### src/rtl/vga_pkg.sv
// Shared VGA definitions: visible-area constants, color indices, fill FSM states.
package vga_pkg;

  localparam int HD         = 1280;
  localparam int VD         = 1024;
  localparam int FB_X_W     = 11;
  localparam int FB_Y_W     = 11;
  localparam int FB_COLOR_W = 2;

  typedef enum logic [FB_COLOR_W-1:0] {
    BLACK = 2'd0,
    WHITE = 2'd1,
    BLUE  = 2'd2,
    GREEN = 2'd3
  } color_t;

  typedef enum logic [1:0] {
    IDLE = 2'd0,
    FILL = 2'd1,
    DONE = 2'd2
  } fill_state_t;

  // Owner of the most recent contested write slot.
  typedef enum logic {
    RR_HOST = 1'b0,
    RR_FILL = 1'b1
  } rr_owner_t;

endpackage

### src/rtl/fb_rect_walker.sv
// Raster walker for the fill engine: clamps the rectangle to the visible area,
// flags empty rectangles, and steps x/y one pixel per advance.
module fb_rect_walker #(
  parameter int X_W     = 11,
  parameter int Y_W     = 11,
  parameter int HD      = 1280,
  parameter int VD      = 1024,
  parameter int COLOR_W = 2
) (
  input  logic               i_clk,
  input  logic               i_arst,
  input  logic               i_load,
  input  logic [X_W-1:0]     i_x0,
  input  logic [X_W-1:0]     i_x1,
  input  logic [Y_W-1:0]     i_y0,
  input  logic [Y_W-1:0]     i_y1,
  input  logic [COLOR_W-1:0] i_color,
  input  logic               i_advance,
  output logic               o_empty,
  output logic               o_valid,
  output logic               o_last,
  output logic [X_W-1:0]     o_x,
  output logic [Y_W-1:0]     o_y,
  output logic [COLOR_W-1:0] o_color
);

  localparam logic [X_W-1:0] X_MAX = X_W'(HD - 1);
  localparam logic [Y_W-1:0] Y_MAX = Y_W'(VD - 1);

  logic [X_W-1:0]     w_x1c;
  logic [Y_W-1:0]     w_y1c;
  logic [X_W-1:0]     r_x0;
  logic [X_W-1:0]     r_x1c;
  logic [Y_W-1:0]     r_y1c;
  logic [X_W-1:0]     r_x;
  logic [Y_W-1:0]     r_y;
  logic [COLOR_W-1:0] r_color;
  logic               r_valid;

  // Clamp the far corner and detect rectangles that produce no pixels.
  always_comb begin
    w_x1c   = (i_x1 > X_MAX) ? X_MAX : i_x1;
    w_y1c   = (i_y1 > Y_MAX) ? Y_MAX : i_y1;
    o_empty = (i_x0 > w_x1c) || (i_y0 > w_y1c) || (i_x0 > X_MAX) || (i_y0 > Y_MAX);
  end

  // Raster counters: compare against the clamped bound before stepping, so they never wrap.
  always_ff @(posedge i_clk or posedge i_arst) begin
    if (i_arst) begin
      r_x0    <= '0;
      r_x1c   <= '0;
      r_y1c   <= '0;
      r_x     <= '0;
      r_y     <= '0;
      r_color <= '0;
      r_valid <= 1'b0;
    end else if (i_load && !o_empty) begin
      r_x0    <= i_x0;
      r_x1c   <= w_x1c;
      r_y1c   <= w_y1c;
      r_x     <= i_x0;
      r_y     <= i_y0;
      r_color <= i_color;
      r_valid <= 1'b1;
    end else if (i_advance && r_valid) begin
      if (o_last) begin
        r_valid <= 1'b0;
      end else if (r_x == r_x1c) begin
        r_x <= r_x0;
        r_y <= r_y + 1'b1;
      end else begin
        r_x <= r_x + 1'b1;
      end
    end
  end

  assign o_valid = r_valid;
  assign o_last  = r_valid && (r_x == r_x1c) && (r_y == r_y1c);
  assign o_x     = r_x;
  assign o_y     = r_y;
  assign o_color = r_color;

endmodule

### src/rtl/fb_write_arbiter.sv
// Framebuffer write-port arbiter: shares one registered write port between host
// pixel writes and the rectangle-fill engine, round-robin on contested cycles.
//
// state | meaning
// IDLE  | no fill active; host owns the port
// FILL  | walker emitting pixels; contested cycles alternate host/fill
// DONE  | fill finished; fill_done_o pulses for this one cycle
module fb_write_arbiter #(
  parameter int X_W     = vga_pkg::FB_X_W,
  parameter int Y_W     = vga_pkg::FB_Y_W,
  parameter int HD      = vga_pkg::HD,
  parameter int VD      = vga_pkg::VD,
  parameter int COLOR_W = vga_pkg::FB_COLOR_W
) (
  input  logic               clk_i,
  input  logic               arst_i,
  input  logic               host_req_i,
  input  logic [X_W-1:0]     host_x_i,
  input  logic [Y_W-1:0]     host_y_i,
  input  logic [COLOR_W-1:0] host_color_i,
  output logic               host_gnt_o,
  input  logic               fill_start_i,
  input  logic [X_W-1:0]     fill_x0_i,
  input  logic [X_W-1:0]     fill_x1_i,
  input  logic [Y_W-1:0]     fill_y0_i,
  input  logic [Y_W-1:0]     fill_y1_i,
  input  logic [COLOR_W-1:0] fill_color_i,
  output logic               fill_busy_o,
  output logic               fill_done_o,
  output logic               fb_we_o,
  output logic [X_W-1:0]     fb_addr_x_o,
  output logic [Y_W-1:0]     fb_addr_y_o,
  output logic [COLOR_W-1:0] fb_color_o
);
  import vga_pkg::*;

  localparam logic [X_W-1:0] X_MAX = X_W'(HD - 1);
  localparam logic [Y_W-1:0] Y_MAX = Y_W'(VD - 1);

  fill_state_t        r_state, w_state_nxt;
  rr_owner_t          r_rr_last, w_rr_nxt;
  logic               w_load;
  logic               w_empty;
  logic               w_valid;
  logic               w_last;
  logic               w_fill_gnt;
  logic               w_host_ok;
  logic [X_W-1:0]     w_fx;
  logic [Y_W-1:0]     w_fy;
  logic [COLOR_W-1:0] w_fc;
  logic               r_we;
  logic [X_W-1:0]     r_x;
  logic [Y_W-1:0]     r_y;
  logic [COLOR_W-1:0] r_color;

  assign w_load    = (r_state == IDLE) && fill_start_i;
  assign w_host_ok = (host_x_i <= X_MAX) && (host_y_i <= Y_MAX);

  fb_rect_walker #(
    .X_W    (X_W),
    .Y_W    (Y_W),
    .HD     (HD),
    .VD     (VD),
    .COLOR_W(COLOR_W)
  ) u_walker (
    .i_clk    (clk_i),
    .i_arst   (arst_i),
    .i_load   (w_load),
    .i_x0     (fill_x0_i),
    .i_x1     (fill_x1_i),
    .i_y0     (fill_y0_i),
    .i_y1     (fill_y1_i),
    .i_color  (fill_color_i),
    .i_advance(w_fill_gnt),
    .o_empty  (w_empty),
    .o_valid  (w_valid),
    .o_last   (w_last),
    .o_x      (w_fx),
    .o_y      (w_fy),
    .o_color  (w_fc)
  );

  // State and round-robin history registers.
  always_ff @(posedge clk_i or posedge arst_i) begin
    if (arst_i) begin
      r_state   <= IDLE;
      r_rr_last <= RR_FILL;
    end else begin
      r_state   <= w_state_nxt;
      r_rr_last <= w_rr_nxt;
    end
  end

  // Next state and per-cycle grant; rr history moves only when both sides want the port.
  always_comb begin
    w_state_nxt = r_state;
    w_rr_nxt    = r_rr_last;
    host_gnt_o  = host_req_i;
    w_fill_gnt  = 1'b0;
    case (r_state)
      IDLE: begin
        if (fill_start_i) w_state_nxt = w_empty ? DONE : FILL;
      end
      FILL: begin
        if (!host_req_i) begin
          w_fill_gnt = w_valid;
        end else if (r_rr_last == RR_FILL) begin
          w_rr_nxt = RR_HOST;
        end else begin
          host_gnt_o = 1'b0;
          w_fill_gnt = w_valid;
          w_rr_nxt   = RR_FILL;
        end
        if (w_fill_gnt && w_last) w_state_nxt = DONE;
      end
      DONE: begin
        w_state_nxt = IDLE;
      end
      default: begin
        w_state_nxt = IDLE;
      end
    endcase
  end

  // Write port register: one cycle behind the grant; off-screen host writes are swallowed.
  always_ff @(posedge clk_i or posedge arst_i) begin
    if (arst_i) begin
      r_we    <= 1'b0;
      r_x     <= '0;
      r_y     <= '0;
      r_color <= '0;
    end else if (host_gnt_o) begin
      r_we    <= w_host_ok;
      r_x     <= host_x_i;
      r_y     <= host_y_i;
      r_color <= host_color_i;
    end else if (w_fill_gnt) begin
      r_we    <= 1'b1;
      r_x     <= w_fx;
      r_y     <= w_fy;
      r_color <= w_fc;
    end else begin
      r_we    <= 1'b0;
    end
  end

  assign fill_busy_o = (r_state != IDLE);
  assign fill_done_o = (r_state == DONE);
  assign fb_we_o     = r_we;
  assign fb_addr_x_o = r_x;
  assign fb_addr_y_o = r_y;
  assign fb_color_o  = r_color;

endmodule

### config.mk
export PLATFORM = sky130hd
export DESIGN_NAME = fb_write_arbiter
export DESIGN_NICKNAME = d
export VERILOG_FILES = /design/src/rtl/vga_pkg.sv /design/src/rtl/fb_rect_walker.sv /design/src/rtl/fb_write_arbiter.sv
export SDC_FILE = /design/constraint.sdc
export NUM_CORES = 1
export LEC_CHECK = 0
export CAP_MARGIN = 20
export CELL_PAD_IN_SITES_DETAIL_PLACEMENT = 0
export CELL_PAD_IN_SITES_GLOBAL_PLACEMENT = 1
export CORE_MARGIN = 2
export CORE_UTILIZATION = 53
export DETAILED_ROUTE_END_ITERATION = 7
export DONT_BUFFER_PORTS = 1
export PLACE_DENSITY = 0.81
export RECOVER_POWER = 100
export SKIP_LAST_GASP = 1
export SLEW_MARGIN = 15
export SYNTH_ARGS = -nofsm -noshare
export SYNTH_HDL_FRONTEND = slang
export SYNTH_HIERARCHICAL = 1
export SYNTH_SLANG_ARGS = --single-unit
export TNS_END_PERCENT = 50
### constraint.sdc
create_clock -name clk_i -period 5.4 [get_ports clk_i]
set_clock_uncertainty 0.2 [all_clocks]
set_input_delay 1.08 -clock clk_i [delete_from_list [all_inputs] [get_ports clk_i]]
set_output_delay 1.08 -clock clk_i [all_outputs]
set_load 0.02 [all_outputs]
==> flow_summary.toml, run 1 <==
[yosys]
yosysTopAreaCell = "dfrtp_1"
yosysSeqAreaShare = 0.4231
synthSimpleGateAreaFrac = 0.1767
ys_ff_latch = 86
syn-cell-area_mm2 = 0.005090
synth_top_area_share = 0.4179
ys_types = 62
ys_warn_count = 6
synth-async-reset-ratio = 1.000
synth_xor_area_frac = 0.06146
synth_area_leaders = "dfrtp_1 (42%), ha_1 (5.9%), xnor2_1 (5.2%)"
syn_inst = 515
muxShareOfSynthArea = 0.04769
synthFlopType = "dfrtp_1"
synth_fa_ha_area_frac = 0.05900
syn_avg_cell_area_um2 = 9.883
synthesis.nets = 613
synth-edff-count = 0
synth_top_family_by_area = "compound AO/OA/AOI/OAI gates"
synth-compound-area-share = 0.1812

[clock_network]
ctsHoldBuffers = 0
clkTransAtPathRegs_ns = 0.09
cts.sinks = 86
cts_buffer_depth = 2
clk_root_buffer_cell = "clkbuf_8"
postCtsResizedCells = 0
cts_setup_buffers = 0
clk_latency_ns = 0.36
numCtsBuffers = 9
cts-htree-levels = 3
cts_tree = "done"

[final_layout]
synthToLayoutAreaGrowth_pct = 4.031
final_cell_mix = "dfrtp_1 (85), o21ai_0 (52), nor2_1 (30), xnor2_1 (30), and3_1 (27)"
regArea_mm2 = 0.002153
nets = 597
diodes = 0
fill_cells = 860
design_area_mm2 = 0.005295
drive_gt1_frac = 0.09940
multi_input_area_mm2 = 0.002668
final_common_cell = "dfrtp_1"

[drt]
drt-pass1-iter-count = 5
via_per_inst = 6.410
routedWlPerCell_um = 20.35
wl_mm = 12.86
drtIter0Drc = 264
ant_nets = 0
num_vias = 4051
drc_errors = 0

[place]
io_buffer_count = 0
dp_slack_ns = 1.196
place.gp.congestion = 0.8297
placed_area_mm2 = 0.005090
hpwl_mm = 9.219

[floorplanning]
die_area_mm2 = 0.01040
die_x_um = 102.0
core.rowCount = 35
die_y_um = 102.0
coreArea_mm2 = 0.009284
io_pins = 102
initial_core_util = 0.5482

[timing]
max_slew.worst_pin.slew_ns = 3.170
finalSetupViolations = 0
slew_viol_final = 123
tns_ns = 0
fin_crit_sh = 0.7802
rsz0062_at_grt = "false"
holdWs_ns = 0.2905
fin_crit_ns = 4.213
max_freq_mhz = 237.3
hold_violations = 0
max-slew-margin-rel = -1.113
fin_ws_ns = 1.187

[worst_setup_path]
cp.arrival_ns = 4.27
worst-path-buf-inv = 2
critPathMaxStageDelay_ns = 1.25
cp.required_ns = 5.46
startpoint_type = "input port"
timing.rr.end = "fb_addr_y_o[3]$_DFFE_PP0P_"
cp_top_family = "buffers and inverters"
endpoint_kind = "flop"
r2r_slack_ns = 2.21
r2r-start = "r_state[1]$_DFFE_PP0P_"
reg2regPathDepth = 3
crit_path_max_fanout = 41
worstPathCellList = "inv_1 > nor2_1 > nor2_1 > ha_1 > nand4_1 > nor3_1 > a21o_1 > o211ai_1 > clkbuf_1 > nor3_1 > a31o_2"
crit_slowest_cell = "clkbuf_1"
critPathKind = "in -> reg"

[global_route]
antenna_found_initial = 0
grt_pass1_wl_mm = 20.47
grt_max_degree = 59
gr-total-overflow = 0
grt_pass1_vias = 3886
grt_usage = 0.2552

[hold_path]
hold_depth = 1
min_to = "u_walker/r_x0[3]$_DFFE_PP0P_"
hold_class = "reg -> reg"
hold_start = "u_walker/r_x0[3]$_DFFE_PP0P_"

[power]
p_leak_nw = 2.224
pwr_density_cell_mw_per_mm2 = 473.7
p_clk_frac = 0.192
p_comb_frac = 0.306
internal_power_mw = 1.535
p_sw_frac = 0.3878
ir_drop_mv = 0.1434
seqPwrFrac = 0.501
power_switching_mw = 0.9725

[outcome]
status = "complete, but fails checks"
violations = "max-capacitance violations, max-slew violations"

[run]
cap_viol_max_count = 2
## worst register-to-register path, delay by kind of cell, from the launching register on
family           cells  cell delay (ns)
AND/OR/NAND/NOR      1             0.72
flip-flops           1             0.43
AO/OA/AOI/OAI        2             1.78
## cell families (layout without fill, tap and decap cells)
logic type / Yosys count / after routing
compound gates: 137 / 137
xor+xnor: 34 / 34
fa+ha+maj: 24 / 24
buf+inv: 50 / 38
flops: 86 / 86
mux: 22 / 22
other cells: 1 / 1
simple gates: 161 / 161
## metal layers
| metal | vias to the layer above | global-route usage | share of wire |
|---|---|---|---|
| li1 | 1878 | - | - |
| met1 | 2006 | 0.3850 | 0.48 |
| met2 | 153 | 0.3720 | 0.44 |
| met3 | 14 | 0.04720 | 0.073 |
| met4 | 0 | 0.08103 | 0.012 |
| met5 | - | 0 | 0 |
## power by group through the flow
stage	combinational (mW)	clock (mW)	sequential, mW
after CTS	0.777	0.494	1.25
after global routing	0.866	0.521	1.29
after detailed placement	0.773	0	1.26
final	0.769	0.483	1.26
after global placement	0.753	0	1.26
after floorplan	0.685	0	1.15
## worst max-delay path by stage
stage	start	to	slack (ns)	cells past startpoint
global route	fill_x1_i[10]	u_walker/o_x[3]$_DFFE_PP0P_	0.84	11
detailed placement	fill_x1_i[10]	u_walker/o_y[8]$_DFFE_PP0P_	1.20	10
global placement	fill_x1_i[10]	u_walker/o_y[4]$_DFFE_PP0P_	1.30	10
floorplan	fill_y1_i[10]	u_walker/r_x0[3]$_DFFE_PP0P_	1.87	11
finish	fill_x1_i[10]	u_walker/o_x[3]$_DFFE_PP0P_	1.19	11
CTS	fill_x1_i[10]	u_walker/o_color[0]$_DFFE_PP0P_	1.57	10
## metrics by stage
stage,cells,utilization,power (mW)
after floorplan,515,-,1.839
after global placement,615,0.5482,2.011
after detailed placement,615,0.5482,2.036
after CTS,630,0.5701,2.522
after global routing,632,0.5704,2.679
final,632,0.5704,2.508
## cells in the mapped netlist, types with 17 or more instances
| master | instances |
|---|---|
| a21oi_1 | 22 |
| a221o_1 | 22 |
| ha_1 | 24 |
| o21ai_0 | 48 |
| nand4_1 | 20 |
| nand2_1 | 23 |
| and3_1 | 27 |
| nor2_1 | 30 |
| inv_1 | 17 |
| xnor2_1 | 30 |
| nor3_1 | 18 |
| dfrtp_1 | 85 |
| mux2_2 | 18 |
## cell type report
class                      count  share of cell area
timing repair buffer           6            0.008743
clock buffer                  10             0.02410
inverter                      17             0.01205
tap                          129             0.03048
sequential                    86              0.4067
multi-input combinational    379              0.5038
clock inverter                 5             0.01418
## state kept, by name, summed over array words and instances, names as in the netlist
name              flops
r_state               2
u_walker/o_color      2
fb_addr_y_o          11
u_walker/r_y1c       11
fb_addr_x_o          11
u_walker/o_y         11
u_walker/o_x         11
fb_we_o               1
r_rr_last             1
u_walker/o_valid      1
u_walker/r_x1c       11
fb_color_o            2
u_walker/r_x0        11
Power figures use the tool's default switching activity.
==> inputs of run 2 (changes only) <==
--- a/config.mk
+++ b/config.mk
@@ -5,14 +5,15 @@
 export SDC_FILE = /design/constraint.sdc
 export NUM_CORES = 1
 export LEC_CHECK = 0
+export ABC_AREA = 1
 export CAP_MARGIN = 20
 export CELL_PAD_IN_SITES_DETAIL_PLACEMENT = 0
 export CELL_PAD_IN_SITES_GLOBAL_PLACEMENT = 1
 export CORE_MARGIN = 2
-export CORE_UTILIZATION = 53
+export CORE_UTILIZATION = 42
 export DETAILED_ROUTE_END_ITERATION = 7
 export DONT_BUFFER_PORTS = 1
-export PLACE_DENSITY = 0.81
+export PLACE_DENSITY = 0.73
 export RECOVER_POWER = 100
 export SKIP_LAST_GASP = 1
 export SLEW_MARGIN = 15
==> constraint.sdc (replaced) <==
create_clock -name clk_i -period 3.5 [get_ports clk_i]
set_clock_uncertainty 0.2 [all_clocks]
set_input_delay 0.7 -clock clk_i [delete_from_list [all_inputs] [get_ports clk_i]]
set_output_delay 0.7 -clock clk_i [all_outputs]
set_load 0.02 [all_outputs]
==> flow_summary.toml, run 2 <==
[yosys]
syn_avg_cell_area_um2 = 7.419
synthFlopType = "dfrtp_1"
synthTopCellsByCount = "nand2_1 (247), nand3_1 (110), dfrtp_1 (85), inv_1 (69), nor2_1 (34)"
syn_inst = 722
ys_warn_count = 6
ys_types = 35
synthesis.nets = 820
yosysMostFrequentCell = "nand2_1"
ys_ff_latch = 86
synth_top_area_share = 0.3971
synth_area_leaders = "dfrtp_1 (40%), nand2_1 (17%), nand3_1 (10%)"
syn-cell-area_mm2 = 0.005356
yosysSeqAreaShare = 0.4020
yosysTopAreaCell = "dfrtp_1"
synth-edff-count = 0
synth-async-reset-ratio = 1.000

[timing]
max-slew-margin-rel = 0.1735
holdWs_ns = 0.1948
max_freq_mhz = 348.7
finalSetupViolations = 0
rsz0062_at_grt = "false"
fin_crit_ns = 2.868
hold_violations = 0
tns_ns = 0
fin_crit_sh = 0.8195
slew_viol_final = 0
max_slew.worst_pin.slew_ns = 1.240

[clock_network]
postCtsResizedCells = 0
cts_tree = "done"
clkTransAtPathRegs_ns = 0.06
cts-htree-levels = 3
cts.sinks = 86
clk_root_buffer_cell = "clkbuf_16"
cts_buffer_depth = 2
numCtsBuffers = 9
clk_latency_ns = 0.34

[final_layout]
nets = 815
design_area_mm2 = 0.005734
final_common_cell = "nand2_1"
diodes = 0
fill_cells = 1326
drive_gt1_frac = 0.06796
final_util = 0.4581
final_cell_mix = "nand2_1 (249), nand3_1 (110), dfrtp_1 (85)"
synthToLayoutAreaGrowth_pct = 7.054

[floorplanning]
core.rowCount = 41
die_area_mm2 = 0.01367
die_y_um = 116.9
io_pins = 102
die_x_um = 116.9
coreArea_mm2 = 0.01252
initial_core_util = 0.4279

[worst_setup_path]
crit_path_frequent_cell = "nand2_1"
cp.arrival_ns = 2.91
startpoint_type = "input port"
critPathMaxStageDelay_ns = 0.40
crit_slowest_cell = "clkbuf_2"
worstPathCellList = "o21ai_0 > inv_1 > nor2_1 > ha_1 > a21oi_1 > nand2_1 > nand2_1 > nand3_1 > nand2_1 > nand4_1 > inv_1 > clkbuf_2 > nand2_1 > o21ai_0"
crit_path_max_fanout = 21
critPathKind = "in -> reg"
endpoint_kind = "flop"
cp.required_ns = 3.55

[place]
hpwl_mm = 10.26
io_buffer_count = 0
placed_area_mm2 = 0.005434
place.gp.congestion = 0.8446

[drt]
routedWlPerCell_um = 15.01
num_vias = 4515
ant_nets = 0
drtIter0Drc = 240
wl_mm = 13.41
drt-pass1-iter-count = 4
via_per_inst = 5.056
drc_errors = 0

[outcome]
status = "completed"

[hold_path]
hold_class = "in -> async"

[global_route]
grt_usage = 0.2010
antenna_found_initial = 0
gr-total-overflow = 0
grt_pass1_wl_mm = 21.30
grt_pass1_vias = 4272
grt_max_degree = 45

[power]
ir_drop_mv = 0.2879
pwr_density_cell_mw_per_mm2 = 746.5
p_leak_nw = 3.049

[run]
cap_viol_max_count = 0
run 2: cell count changes after synthesis, moves of 22 or more:
cell     previous run  this run
nand2_1            23       247
nand3_1            11       110
inv_1              17        69
and3_1             27         0
o21ai_0            48        24
a221o_1            22         0
run 2: cell families after synthesis:
kind of cell / synth area share
AND/OR/NAND/NOR: 0.3625
adder cells (fa/ha/maj): 0.05606
XOR/XNOR: 0.04251
AO/OA/AOI/OAI: 0.04345
flip-flops: 0.4020
other: 0.0007001
buffers and inverters: 0.09274
run 2: cell type report:
cell class,count,area (um^2),share of cell area
tap,172,215.2,0.03753
timing repair buffer,9,55.05,0.009601
clock buffer,11,252.7,0.04408
multi-input combinational,534,2690,0.4691
sequential,86,2153,0.3755
clock inverter,4,70.07,0.01222
inverter,77,297.8,0.05193
run 2: final timing paths:
| check | from | endpoint | slack (ns) | cells after the start |
|---|---|---|---|---|
| max | fill_x1_i[9] | u_walker/r_x0[8]$_DFFE_PP0P_ | 0.63 | 14 |
| min | arst_i | u_walker/o_x[5]$_DFFE_PP0P_ | 0.19 | 1 |
| max in group asynchronous | arst_i | fb_addr_y_o[1]$_DFFE_PP0P_ | 1.23 | 3 |
| min in group clk_i | u_walker/r_x0[4]$_DFFE_PP0P_ | u_walker/r_x0[4]$_DFFE_PP0P_ | 0.27 | 2 |
| max reg2reg | u_walker/o_x[8]$_DFFE_PP0P_ | u_walker/o_y[6]$_DFFE_PP0P_ | 0.94 | 12 |
| min reg2reg | u_walker/r_x0[4]$_DFFE_PP0P_ | u_walker/r_x0[4]$_DFFE_PP0P_ | 0.27 | 2 |
run 2: metal layers:
metal / wire, um / vias up / global-route usage
li1: - / 2303 / -
met1: 6755 / 2054 / 0.3086
met2: 5477 / 144 / 0.2836
met3: 968 / 14 / 0.03759
met4: 204 / 0 / 0.06510
met5: 0 / - / 0
run 2: critical path, delay by kind of cell:
family | cells | cell delay [ns]
simple gates | 7 | 0.81
buf+inv | 3 | 0.67
compound gates | 3 | 0.44
fa+ha+maj | 1 | 0.28
run 2: timing repair:
action                    4_1_cts  5_1_grt
hold buffers                    0        1
buffers inserted                0        0
hold endpoints to repair        0        5
run 2: stage by stage:
step | total power [mW] | instances | setup slack [ns]
2_1_floorplan | 2.943 | 722 | 0.7435
3_3_place_gp | 3.235 | 876 | 0.5815
3_5_place_dp | 3.279 | 876 | 0.5134
4_1_cts | 4.334 | 891 | 0.8670
5_1_grt | 4.649 | 893 | 0.2579
6_report | 4.281 | 893 | 0.6319
run 2: where the power goes:
| part | leakage [nW] | total, mW | switching (mW) | internal, mW |
|---|---|---|---|---|
| combinational | 1.83 | 1.29 | 0.766 | 0.526 |
| clock | 0.161 | 1.03 | 0.376 | 0.658 |
| sequential | 1.06 | 1.96 | 0.558 | 1.40 |
| total | 3.05 | 4.28 | 1.70 | 2.58 |
==> inputs of run 3 (changes only) <==
--- a/config.mk
+++ b/config.mk
@@ -5,15 +5,15 @@
 export SDC_FILE = /design/constraint.sdc
 export NUM_CORES = 1
 export LEC_CHECK = 0
-export ABC_AREA = 1
+export ABC_AREA = 0
 export CAP_MARGIN = 20
 export CELL_PAD_IN_SITES_DETAIL_PLACEMENT = 0
 export CELL_PAD_IN_SITES_GLOBAL_PLACEMENT = 1
 export CORE_MARGIN = 2
-export CORE_UTILIZATION = 42
+export CORE_UTILIZATION = 44
 export DETAILED_ROUTE_END_ITERATION = 7
 export DONT_BUFFER_PORTS = 1
-export PLACE_DENSITY = 0.73
+export PLACE_DENSITY = 0.72
 export RECOVER_POWER = 100
 export SKIP_LAST_GASP = 1
 export SLEW_MARGIN = 15
==> constraint.sdc (replaced) <==
create_clock -name clk_i -period 2.6 [get_ports clk_i]
set_clock_uncertainty 0.2 [all_clocks]
set_input_delay 0.52 -clock clk_i [delete_from_list [all_inputs] [get_ports clk_i]]
set_output_delay 0.52 -clock clk_i [all_outputs]
set_load 0.02 [all_outputs]
==> flow_summary.toml, run 3 (same netlist as run 1, synthesis figures left out) <==
[floorplanning]
core.rowCount = 39
initial_core_util = 0.4477
die_y_um = 111.6
io_pins = 102
die_area_mm2 = 0.01244
coreArea_mm2 = 0.01137
die_x_um = 111.6

[drt]
drtIter0Drc = 328
drc_errors = 0
routedWlPerCell_um = 21.22
via_per_inst = 6.151
num_vias = 4398
drt-pass1-iter-count = 5
ant_nets = 0
wl_mm = 15.17

[timing]
fin_crit_ns = 2.666
hold_violations = 0
max_freq_mhz = 375.1
finalSetupViolations = 27
max-slew-margin-rel = 0.007924
fin_ws_ns = -0.06613
fin_crit_sh = 1.025
max_slew.worst_pin.slew_ns = 1.488
rsz0062_at_grt = "true"
slew_viol_final = 0
tns_ns = -0.9671

[final_layout]
finalNonFillerCells = 715
diodes = 0
nets = 665
final_cell_mix = "dfrtp_1 (85), buf_4 (56), o21ai_0 (38)"
fill_cells = 998
drive_gt1_frac = 0.2867
final_common_cell = "dfrtp_1"
synthToLayoutAreaGrowth_pct = 24.93

[clock_network]
clkTransAtPathRegs_ns = 0.06
clk_root_buffer_cell = "clkbuf_16"
cts_tree = "done"
cts.sinks = 86
cts_buffer_depth = 2
clk_latency_ns = 0.34
cts-htree-levels = 3
numCtsBuffers = 9

[power]
ir_drop_mv = 0.3985
power_switching_mw = 2.230
seqPwrFrac = 0.413
total_power_mw = 6.014
p_comb_frac = 0.359
p_leak_nw = 2.703
p_clk_frac = 0.228
internal_power_mw = 3.784
p_sw_frac = 0.3708
pwr_density_cell_mw_per_mm2 = 945.8

[global_route]
grt_pass1_vias = 4296
antenna_found_initial = 0
grt_pass1_wl_mm = 22.94
grt_max_degree = 40
gr-total-overflow = 0
grt_usage = 0.2324

[worst_setup_path]
startpoint_type = "input port"
cp.arrival_ns = 2.70
crit_slowest_cell = "mux2_2"
critPathMaxStageDelay_ns = 0.33
endpoint_kind = "flop"
cp.required_ns = 2.63
worstPathCellList = "nor2_4 > nor2_4 > buf_12 > or2_4 > ha_4 > nand3b_1 > a21oi_2 > nor4bb_4 > o211ai_1 > or2_4 > clkbuf_16 > mux2_2"
critPathKind = "in -> reg"
crit_path_max_fanout = 8

[run]
cap_viol_max_count = 0

[place]
dpl.cell_count = 689
dp_slack_ns = -0.4573
place.gp.congestion = 0.8690
hpwl_mm = 10.68
io_buffer_count = 0

[outcome]
violations = "negative setup slack"
status = "complete, but fails checks"

[hold_path]
hold_class = "in -> reg"
-- run 3: worst paths after layout --
path	endpoint	startpoint	cells past startpoint	slack, ns
setup / recovery	u_walker/r_x0[5]$_DFFE_PP0P_	fill_x1_i[9]	12	-0.07
hold / removal	r_rr_last$_DFFE_PP1P_	host_req_i	2	0.1
setup reg to reg	fb_addr_y_o[9]$_DFFE_PP0P_	r_state[1]$_DFFE_PP0P_	4	0.10
hold reg to reg	u_walker/r_x0[3]$_DFFE_PP0P_	u_walker/r_x0[3]$_DFFE_PP0P_	1	0.29
max in group asynchronous	fb_color_o[1]$_DFFE_PP0P_	arst_i	3	0.35
min in group asynchronous	u_walker/r_y1c[10]$_DFFE_PP0P_	arst_i	2	0.67
-- run 3: stage by stage --
| stage | hold slack (ns) | cell area (um^2) | util |
|---|---|---|---|
| 6_report | 0.09879 | 6359 | 0.5593 |
| 3_3_place_gp | 0.2619 | 5630 | 0.4952 |
| 3_5_place_dp | 0.2697 | 5630 | 0.4952 |
| 4_1_cts | 0.08392 | 6002 | 0.5279 |
| 5_1_grt | 0.08287 | 6359 | 0.5593 |
| 2_1_floorplan | 0.2505 | 5154 | - |
-- run 3: cell type report --
cell class	instances	area (um^2)	area share
clock buffers	14	284.0	0.04467
clock inverters	2	37.54	0.005903
inverters	17	67.56	0.01063
multi-input cells	379	2950	0.4640
flip-flops and latches	86	2153	0.3386
well taps	143	178.9	0.02814
repair buffers	74	686.9	0.1080
-- run 3: routing by layer --
layer  vias to the layer above  share of wire  global-route usage
met3                        12          0.062             0.05879
li1                       2027              -                   -
met5                         -              0                   0
met1                      2213           0.47              0.3353
met2                       146           0.46              0.3524
met4                         0          0.011             0.05761
-- run 3: power groups by stage --
stage,registers [mW],logic [mW],clock network [mW]
after floorplan,2.40,1.44,0
after global placement,2.47,1.96,0
after detailed placement,2.49,2.02,0
after CTS,2.47,2.04,1.40
after global routing,2.55,2.37,1.45
final,2.48,2.16,1.37
-- run 3: timing repair --
action                     CTS  global route
hold buffers                 1             0
setup endpoints to repair   35            59
gates resized for setup      2            58
gates cloned                 1             5
hold endpoints to repair    48             0
buffers inserted             0             3
pin swaps                    3            10
-- run 3: critical path: cells and delay by family --
kind	cells	cell delay, ns
AO/OA/AOI/OAI	2	0.46
multiplexers	1	0.33
buffers and inverters	2	0.33
AND/OR/NAND/NOR	6	0.90
adder cells (fa/ha/maj)	1	0.15
